### src/rtl/mcdf_pkg.sv
// Shared types and helpers for the MCDF arbiter family.
// Length codes, decode function and arbiter state encoding.
package mcdf_pkg;

    localparam logic [1:0] LEN_4  = 2'd0;
    localparam logic [1:0] LEN_8  = 2'd1;
    localparam logic [1:0] LEN_16 = 2'd2;
    localparam logic [1:0] LEN_32 = 2'd3;

    typedef enum logic {
        IDLE  = 1'b0,
        BURST = 1'b1
    } state_t;

    function automatic logic [5:0] len_decode(input logic [31:0] code);
        logic [5:0] len;
        len = 6'd32;
        unique case (1'b1)
            (code == 32'(LEN_4)):  len = 6'd4;
            (code == 32'(LEN_8)):  len = 6'd8;
            (code == 32'(LEN_16)): len = 6'd16;
            default:               len = 6'd32;
        endcase
        return len;
    endfunction

endpackage

### src/rtl/mcdf_rr_prio_pick.sv
// Combinational picker: lowest priority value wins,
// ties broken round-robin starting after i_rr_ptr.
module mcdf_rr_prio_pick
    import mcdf_pkg::*;
#(
    parameter int NUM_CH = 3,
    parameter int PRIO_W = 2,
    parameter int CHID_W = 2
) (
    input  logic [NUM_CH-1:0]        i_cand,
    input  logic [NUM_CH*PRIO_W-1:0] i_prio,
    input  logic [CHID_W-1:0]        i_rr_ptr,
    output logic [CHID_W-1:0]        o_grant,
    output logic                     o_found
);

    logic [PRIO_W-1:0] w_min_prio;

    // smallest priority value among all candidates
    always_comb begin
        w_min_prio = '1;
        for (int i = 0; i < NUM_CH; i++) begin
            if (i_cand[i] && (i_prio[i*PRIO_W +: PRIO_W] < w_min_prio)) begin
                w_min_prio = i_prio[i*PRIO_W +: PRIO_W];
            end
        end
    end

    // nearest candidate at that priority, searching up from rr_ptr+1
    always_comb begin
        int w_dist;
        int w_best;
        w_dist  = 0;
        w_best  = NUM_CH;
        o_grant = '0;
        o_found = 1'b0;
        for (int i = 0; i < NUM_CH; i++) begin
            if (i > int'(i_rr_ptr)) begin
                w_dist = i - int'(i_rr_ptr) - 1;
            end else begin
                w_dist = i + NUM_CH - int'(i_rr_ptr) - 1;
            end
            if (i_cand[i] &&
                (i_prio[i*PRIO_W +: PRIO_W] == w_min_prio) &&
                (w_dist < w_best)) begin
                w_best  = w_dist;
                o_grant = CHID_W'(i);
                o_found = 1'b1;
            end
        end
    end

endmodule

### src/rtl/mcdf_arbiter_n.sv
// N-channel packet arbiter between slave FIFOs and formatter.
// Grants by priority with round-robin tie-break, locks for a packet.
module mcdf_arbiter_n
    import mcdf_pkg::*;
#(
    parameter int NUM_CH = 3,
    parameter int DATA_W = 32,
    parameter int PRIO_W = 2,
    parameter int LEN_W  = 3,
    parameter int CHID_W = (NUM_CH > 1) ? $clog2(NUM_CH) : 1
) (
    input  logic                     clk,
    input  logic                     rst_n,
    input  logic [NUM_CH-1:0]        ch_en,
    input  logic [NUM_CH-1:0]        ch_valid,
    input  logic [NUM_CH*DATA_W-1:0] ch_data,
    input  logic [NUM_CH*PRIO_W-1:0] ch_prio,
    input  logic [NUM_CH*LEN_W-1:0]  ch_len,
    output logic [NUM_CH-1:0]        ch_ready,
    input  logic                     out_ready,
    output logic                     out_valid,
    output logic [DATA_W-1:0]        out_data,
    output logic [CHID_W-1:0]        out_chid,
    output logic                     out_sop,
    output logic                     out_eop
);

    state_t            r_state;
    state_t            w_state_nxt;
    logic [CHID_W-1:0] r_sel;
    logic [CHID_W-1:0] w_sel_nxt;
    logic [5:0]        r_len;
    logic [5:0]        w_len_nxt;
    logic [5:0]        r_beat_cnt;
    logic [5:0]        w_cnt_nxt;
    logic [CHID_W-1:0] r_rr_ptr;
    logic [CHID_W-1:0] w_rr_nxt;

    logic [NUM_CH-1:0] w_cand;
    logic [CHID_W-1:0] w_grant;
    logic              w_found;
    logic [LEN_W-1:0]  w_len_code;
    logic              w_sel_ok;
    logic [DATA_W-1:0] w_sel_data;
    logic              w_bvalid;
    logic              w_xfer;
    logic              w_last;

    assign w_cand   = ch_en & ch_valid;
    assign w_bvalid = (r_state == BURST) && w_sel_ok;
    assign w_xfer   = w_bvalid && out_ready;
    assign w_last   = (r_beat_cnt == (r_len - 6'd1));

    mcdf_rr_prio_pick #(
        .NUM_CH (NUM_CH),
        .PRIO_W (PRIO_W),
        .CHID_W (CHID_W)
    ) u_pick (
        .i_cand   (w_cand),
        .i_prio   (ch_prio),
        .i_rr_ptr (r_rr_ptr),
        .o_grant  (w_grant),
        .o_found  (w_found)
    );

    // length code of the channel about to be granted
    always_comb begin
        w_len_code = '0;
        for (int i = 0; i < NUM_CH; i++) begin
            if (w_grant == CHID_W'(i)) begin
                w_len_code = ch_len[i*LEN_W +: LEN_W];
            end
        end
    end

    // enable/valid and data head of the locked channel
    always_comb begin
        w_sel_ok   = 1'b0;
        w_sel_data = '0;
        for (int i = 0; i < NUM_CH; i++) begin
            if (r_sel == CHID_W'(i)) begin
                w_sel_ok   = ch_en[i] && ch_valid[i];
                w_sel_data = ch_data[i*DATA_W +: DATA_W];
            end
        end
    end

    // state and grant registers
    always_ff @(posedge clk or negedge rst_n) begin
        if (!rst_n) begin
            r_state    <= IDLE;
            r_sel      <= '0;
            r_len      <= '0;
            r_beat_cnt <= '0;
            r_rr_ptr   <= CHID_W'(NUM_CH - 1);
        end else begin
            r_state    <= w_state_nxt;
            r_sel      <= w_sel_nxt;
            r_len      <= w_len_nxt;
            r_beat_cnt <= w_cnt_nxt;
            r_rr_ptr   <= w_rr_nxt;
        end
    end

    // arbitration in IDLE, beat counting and release in BURST
    always_comb begin
        w_state_nxt = r_state;
        w_sel_nxt   = r_sel;
        w_len_nxt   = r_len;
        w_cnt_nxt   = r_beat_cnt;
        w_rr_nxt    = r_rr_ptr;
        unique case (r_state)
            IDLE: begin
                if (w_found) begin
                    w_state_nxt = BURST;
                    w_sel_nxt   = w_grant;
                    w_len_nxt   = len_decode(32'(w_len_code));
                    w_cnt_nxt   = '0;
                end
            end
            BURST: begin
                if (w_xfer) begin
                    if (w_last) begin
                        w_state_nxt = IDLE;
                        w_rr_nxt    = r_sel;
                    end else begin
                        w_cnt_nxt = r_beat_cnt + 6'd1;
                    end
                end
            end
            default: begin
                w_state_nxt = IDLE;
            end
        endcase
    end

    // beat outputs; everything is zero outside a burst
    always_comb begin
        out_valid = w_bvalid;
        out_data  = w_bvalid ? w_sel_data : '0;
        out_chid  = (r_state == BURST) ? r_sel : '0;
        out_sop   = w_bvalid && (r_beat_cnt == 6'd0);
        out_eop   = w_bvalid && w_last;
        ch_ready  = '0;
        for (int i = 0; i < NUM_CH; i++) begin
            ch_ready[i] = w_xfer && (r_sel == CHID_W'(i));
        end
    end

endmodule

### config.mk
export PLATFORM = sky130hd
export DESIGN_NAME = mcdf_arbiter_n
export DESIGN_NICKNAME = d
export VERILOG_FILES = /design/src/rtl/mcdf_pkg.sv /design/src/rtl/mcdf_rr_prio_pick.sv /design/src/rtl/mcdf_arbiter_n.sv
export SDC_FILE = /design/constraint.sdc
export NUM_CORES = 1
export LEC_CHECK = 0
export BUFFER_PORTS_ARGS = -buffer_cell sky130_fd_sc_hd__buf_2
export CAP_MARGIN = 20
export CORE_AREA = 2 2 87 89
export DETAILED_ROUTE_END_ITERATION = 10
export DIE_AREA = 0 0 89 91
export PLACE_DENSITY_LB_ADDON = 0.15
export RECOVER_POWER = 100
export SYNTH_ARGS = -nofsm -noshare
export SYNTH_HDL_FRONTEND = slang
export SYNTH_SLANG_ARGS = --single-unit
### constraint.sdc
create_clock -name clk -period 7.6 [get_ports clk]
set_input_delay 1.52 -clock clk [delete_from_list [all_inputs] [get_ports clk]]
set_output_delay 1.52 -clock clk [all_outputs]
set_load 0.1 [all_outputs]
**Word-level counts from Yosys, hierarchy flattened**

Cells that the tools add are included.

- Input port bits: 120
- Word-level logic and storage cells: 98
- RAM bits: 0
- ROM bits: 0
- Latch bits: 0
- Register bits: 17
- Memories: 0
- Output and inout bits: 40

- Multiplexer cells: 32
- Bitwise logic cells: 2
- Eq/ne operators: 13
- Multipliers: 0
- Order comparisons: 8
- Shift operators: 0
- Divide/modulo/power cells: 0
- Add/subtract/negate cells: 12
- Reduce and logical (&&, ||, !) cells: 26

Operators with widths:

| operator | count |
|---|---|
| 32-bit 2-to-1 mux | 8 |
| 32-bit by 2-bit subtractor with 32-bit output, second input constant | 5 |
| 32-bit < comparator | 2 |
| 32-bit by 3-bit < comparator with 1-bit output, second input constant | 1 |
| 1-bit logical AND | 19 |
| 6-bit 2-to-1 mux | 3 |
| 6-bit case mux with 3 select lines | 1 |
| 6-bit case mux with 2 select lines | 1 |
| 1-bit 2-to-1 mux | 10 |
| 2-bit 2-to-1 mux | 5 |
| 3-bit 2-to-1 mux | 3 |
| 3-bit by 2-bit subtractor with 4-bit output, first input constant | 2 |
| 6-bit by 1-bit adder with 6-bit output, second input constant | 1 |
| 2-bit equality test | 3 |
| 6-bit equality test | 1 |
| 6-bit zero test | 1 |
| 3-bit AND reduction | 2 |
| 2-bit by 2-bit subtractor with 3-bit output, first input constant | 2 |
| 6-bit by 1-bit subtractor with 6-bit output, second input constant | 1 |
| 2-bit by 1-bit equality test with 1-bit output, second input constant | 2 |
| 2-bit equality test, second input constant | 2 |
| 2-bit zero test | 2 |
| 2-bit < comparator | 2 |
| 2-bit by 1-bit inequality test with 1-bit output, second input constant | 2 |
| 12 further kinds | 12 |

**Depth between registers and ports, before layout**

- Word-level depth: 25
- Depth in mapped cells: 39

**By module**

A second synthesis with hierarchy kept.

- Cell total of the unflattened synthesis: 367
- Area total of the unflattened synthesis: 2653.8 um^2

By module, submodules not included:

| module | sequential area each (um^2) | instances | area each (um^2) | cells an instance |
|---|---|---|---|---|
| mcdf_arbiter_n | 376.6 | 1 | 1783.0 | 257 |
| mcdf_rr_prio_pick | 0.0 | 1 | 870.8 | 110 |

**Worst setup path after synthesis**

OpenSTA, ideal clock, no wires.

- Path type: in2reg
- Start: input ch_en[0]
- End: register r_len[2]
- Stages on the path: 37
- Required time: 7.476 ns
- Path buffers: 3
- Setup time: 0.124 ns
- Arrival time: 8.856 ns
- Setup slack: -1.380 ns
- Cell sequence: nand2_1 nor2_1 ha_1 nand4b_1 nand3b_1 o31a_1 inv_1 ha_1 and4bb_1 o211ai_4 nor4bb_1 a311oi_2 nor3b_1 nand2_1 ha_1 a21o_1 a2111oi_4 o211ai_2 or2_2 a41oi_2 and3_1 buf_6 clkbuf_1 a21oi_1 ha_1 a21o_1 a211o_1 a211oi_1 o21ai_1 nand2_1 a211oi_1 a31oi_1 o31a_4 a22oi_4 a31o_4 buf_6 a211o_1

- Word-level cells in the longest chain between the ends: 25
- Elaborated cells between the ends (all ways): 38

RTL lines:

| what | RTL line | RTL |
|---|---|---|
| start, declared | mcdf_arbiter_n.sv:14 | `input logic [NUM_CH-1:0] ch_en,` |
| 3-bit bitwise AND (*) | mcdf_arbiter_n.sv:49 | `assign w_cand = ch_en & ch_valid;` |
| 1-bit logical AND | mcdf_rr_prio_pick.sv:23 | `if (i_cand[i] && (i_prio[i*PRIO_W +: PRIO_W] < w_min_prio)) begin` |
| 2-bit 2-to-1 mux | mcdf_rr_prio_pick.sv:23 |  |
| 2-bit < comparator | mcdf_rr_prio_pick.sv:23 |  |
| 1-bit logical AND | mcdf_rr_prio_pick.sv:23 |  |
| 2-bit 2-to-1 mux | mcdf_rr_prio_pick.sv:23 |  |
| 2-bit < comparator | mcdf_rr_prio_pick.sv:23 |  |
| 1-bit logical AND | mcdf_rr_prio_pick.sv:23 |  |
| [7 not listed] | -- |  |
| 32-bit 2-to-1 mux | mcdf_rr_prio_pick.sv:43 | `if (i_cand[i] &&` |
| 32-bit < comparator | mcdf_rr_prio_pick.sv:45 | `(w_dist < w_best)) begin` |
| 1-bit logical AND | mcdf_rr_prio_pick.sv:44 | `(i_prio[i*PRIO_W +: PRIO_W] == w_min_prio) &&` |
| 2-bit 2-to-1 mux | mcdf_rr_prio_pick.sv:43 |  |
| 2-bit zero test | mcdf_arbiter_n.sv:70 | `if (w_grant == CHID_W'(i)) begin` |
| 3-bit 2-to-1 mux (3 in a row) | mcdf_arbiter_n.sv:70 |  |
| 3-bit by 2-bit equality test with 1-bit output (tied with other cells) | mcdf_pkg.sv:21 | `(code == 32'(LEN_16)): len = 6'd16;` |
| 6-bit case mux with 3 select lines | mcdf_pkg.sv:18 | `unique case (1'b1)` |
| end signal, assigned | mcdf_arbiter_n.sv:99 | `r_len <= w_len_nxt;` |
| end, declared | mcdf_arbiter_n.sv:32 | `logic [5:0] r_len;` |

Every way passes the cells marked *; elsewhere a longest branch is shown, timed or not.
A chain may end at the register's enable or synchronous reset.

**Worst setup path after layout**

- Start: input ch_valid[0]
- End: register r_len[5]

- Word-level cells in the longest chain between the ends: 25
- Elaborated cells between the ends (all ways): 38

RTL lines:

| what | RTL line | RTL |
|---|---|---|
| start, declared | mcdf_arbiter_n.sv:15 | `input logic [NUM_CH-1:0] ch_valid,` |
| 3-bit bitwise AND (*) | mcdf_arbiter_n.sv:49 |  |
| 1-bit logical AND | mcdf_rr_prio_pick.sv:23 |  |
| 2-bit 2-to-1 mux | mcdf_rr_prio_pick.sv:23 |  |
| 2-bit < comparator | mcdf_rr_prio_pick.sv:23 |  |
| 1-bit logical AND | mcdf_rr_prio_pick.sv:23 |  |
| 2-bit 2-to-1 mux | mcdf_rr_prio_pick.sv:23 |  |
| 2-bit < comparator | mcdf_rr_prio_pick.sv:23 |  |
| 1-bit logical AND | mcdf_rr_prio_pick.sv:23 |  |
| [7 not listed] | -- |  |
| 32-bit 2-to-1 mux | mcdf_rr_prio_pick.sv:43 |  |
| 32-bit < comparator | mcdf_rr_prio_pick.sv:45 |  |
| 1-bit logical AND | mcdf_rr_prio_pick.sv:44 |  |
| 2-bit 2-to-1 mux | mcdf_rr_prio_pick.sv:43 |  |
| 2-bit zero test | mcdf_arbiter_n.sv:70 |  |
| 3-bit 2-to-1 mux (3 in a row) | mcdf_arbiter_n.sv:70 |  |
| 3-bit by 2-bit equality test with 1-bit output (tied with other cells) | mcdf_pkg.sv:21 |  |
| 6-bit case mux with 3 select lines | mcdf_pkg.sv:18 |  |

Marks and branches as above.

==> results.txt <==
Entering global routing, the biggest net connects 42 pins. The total area of multi-input combinational cells came out at 3210 um2. The reg2reg setup slack is 1220 ps, and the clock-pin transition on the worst setup and hold timing paths is 60 ps. TritonCTS built the clock tree.

The first routing iteration left 214 violations. The logs give 0 for the hold violation total from the final report and 0 for the total of hold buffers inserted after clock tree synthesis. The number of antenna diodes in the final layout is 0. After detailed routing, the average wire length per cell comes to 15.8 um. The largest total area in the synthesized netlist belongs to ha_1. In this design, the stage delay of the slowest critical-path cell is 410 ps. In this run the most critical hold path is launched from r_len[5]$_DFFE_PN0P_. The worst reg-to-reg path cell count is 27, and the power density relative to cell area is 309 nW/um2. The HPWL after detailed placement is 9520 um. Setup violations remaining at the end of the flow were counted as 13.

For hold timing, the worst endpoint is r_len[5]$_DFFE_PN0P_. The cell with the biggest individual delay on the critical path was a2111o_1. In the synthesized netlist the dominant register cell turns out to be dfrtp_1. Clock tree synthesis found a total of 15 sinks. The count of buffers inserted at the top-level ports is 159, and the wire length of the first global-routing pass is 19,800 um. Leaving out fill and tap cells, the most frequent cells in the layout are 118 x buf_2, 80 x buf_4, 75 x nor2_1. The via count of the first global-routing pass was 4,336; the total global-route track usage was 30.0%. The finished cells cover 5270 um2. Achievable clock frequency: 120 MHz. The worst setup path is launched from an input pin.

For the number of buffers on the longest clock path, the log shows 2. The synthesized netlist occupies a cell area of 3430 um2. Total negative setup slack: -8660 ps. The kind of critical path is input pin to register.

The pre-antenna-repair detailed-routing pass consisted of 5 iterations. The number of I/O pins is 160, and the layout net count is 857. The run finished, with violations left. After synthesis, the mean cell area works out to 7.50 um2. The die covers 8100 um2. Number of pins exceeding their max-slew limit in the final report: 42. On the final layout, the worst clock skew is 11.5 ps. Timing analysis after detailed placement gives a worst setup slack of -1130 ps.

Final setup slack of the worst path: -751 ps. Counting I/O delays and the setup requirement, the final critical path takes 8350 ps. Origin of the critical flop-to-flop path: r_rr_ptr[1]$_DFFE_PN1P_.

Synthesis instantiated 72 different standard cells from the library. The initial antenna violation count is 0. Summing internal, switching and leakage power gives 0.00162 W.

After floorplanning, the core was sized to cover 7140 um2. After synthesis, the share of flip-flops with an asynchronous set or reset is 100%. The tools report the area of placed instances as 4870 um2. The worst setup path is captured at a register.

Leading cell type in the layout, fill and taps excluded: buf_2. For the pin with the worst max-slew slack, the measured transition is 2020 ps. Counting the fill cells in the layout gives 603.

The synthesized design devotes to its leading area cell type 16.4% of total area. The die is 91 um tall. Starting density of the core: 48.1%.

By area the synthesized netlist is led by ha_1 16%, mux2i_1 11%, dfrtp_1 10%, nor2_1 8.5%, a21oi_1 8.5%. In this run the critical register-to-register path is captured at r_len[5]$_DFFE_PN0P_. On the critical path the largest part of the delay comes from compound AO/OA/AOI/OAI gates.

The count of state elements after synthesis came out at 15. The tools report the final RePlAce weighted congestion as 0.895. The worst-case headroom to the max-slew limit is -34.8%, and the antenna violation net count after detailed routing is 0. The post-synthesis to final-layout area growth is 53.3%.

The number of buffers and inverters on the critical path is 3. The smallest hold slack came out at 550 ps. The placement row count is 31. Setup repair after global routing could not meet its margin everywhere. The buffer type at the clock tree root is clkbuf_8. The die boundary width is 89 um, and the number of max-cap violations is 1.

The average via count per standard cell was 5.51; the maximum fanout along the worst path was 6. The run gives 1 as the count of H-tree levels built during CTS. Classification of the worst-slack hold path: register to register.

In this run, CTS created clock tree buffers numbering 3. The logs give 4,356 for the via count and 377 um2 for the register area. In the routed design, unresolved DRC markers number 0.

The logs give 0.000267 V for the largest voltage drop on the vdd net and 7740 ps for the required arrival time at the worst endpoint. The logs give 0 for the number of synthesis warnings and 2.55 nW for the total leakage power. The tools report the sequential-to-total area share from yosys stat as 11.0%.

Data on the critical path arrives at its endpoint at 8490 ps. The final reports fail on max-capacitance violations, max-slew violations, negative setup slack. The final layout contains routed wiring with a total length of 12,500 um. After global routing the overflow that remains totals 0.

Cells with a size suffix above 1 make up 39.1% of the layout. For the worst-skew pair, the clock arrives at the later sink with an insertion delay of 260 ps. Yosys mapped a number of flops with a built-in enable equal to 0. Number of cells on the worst hold path: 1. The worst path uses 110% of the clock period. Synthesis produced 458 cells.

The most critical setup path has its startpoint at ch_valid[0].
cells in the mapped netlist (7+ instances only):
cell type,n
nand2_1,24
inv_1,23
and2_1,8
and3_1,10
o21ai_0,7
mux2i_1,38
ha_1,45
nand3_1,7
nor2_1,78
nor3b_1,7
a21o_1,13
xnor2_1,10
dfrtp_1,14
clkbuf_1,13
a21oi_1,58
metal layers:
layer	up-vias	GRT usage (%)	wire, um
li1	2135	-	-
met1	2033	37.6	5100
met2	161	52.9	6340
met3	27	4.73	780
met4	0	6.97	239
met5	-	0	0
worst max path at each step:
stage,slack [ps],endpoint,depth (start not counted)
5_1_grt,-1020,r_len[3]$_DFFE_PN0P_,38
2_1_floorplan,-840,r_len[5]$_DFFE_PN0P_,36
3_3_place_gp,-880,r_len[5]$_DFFE_PN0P_,35
3_5_place_dp,-1130,r_len[4]$_DFFE_PN0P_,37
4_1_cts,-580,r_len[5]$_DFFE_PN0P_,38
6_report,-750,r_len[5]$_DFFE_PN0P_,38
stage by stage:
| step | cells | utilization [%] |
|---|---|---|
| floorplan | 461 | - |
| global placement | 762 | 68.2 |
| detailed placement | 762 | 68.2 |
| CTS | 786 | 73.4 |
| global route | 790 | 73.8 |
| finish | 790 | 73.8 |
area by class of cell:
type / count / area share, %
clock buffers: 3 / 0.784
inverters: 23 / 1.64
repair buffers: 244 / 27.0
well taps: 99 / 2.35
flip-flops and latches: 15 / 7.15
multi-input cells: 405 / 60.9
clock inverters: 1 / 0.143
timing repair:
| action | 4_1_cts | 5_1_grt |
|---|---|---|
| endpoints found under the setup margin | 13 | 13 |
| gates cloned | 2 | 0 |
| setup buffers | 18 | 4 |
| resized for setup | 33 | 11 |
| pin swaps | 40 | 12 |
logic make-up after synthesis:
kind of cell    synth area share, %
flops                          11.0
buf+inv                        5.17
mux                            12.1
compound gates                 25.5
fa+ha+maj                      16.4
xor+xnor                       2.81
other cells                   0.109
simple gates                   27.0
power by group:
group	leakage [nW]	internal, W	switching (W)	total, W
clock network	0.0217	0.0000370	0.0000323	0.0000693
logic	2.34	0.000438	0.000941	0.00138
registers	0.185	0.000107	0.0000684	0.000176
total	2.55	0.000583	0.00104	0.00162
state kept, by name, summed over array words and instances, names as in the netlist:
signal	cells
r_sel	2
r_state	1
r_rr_ptr	2
r_len	4
r_beat_cnt	6
Power figures use the tool's default switching activity.
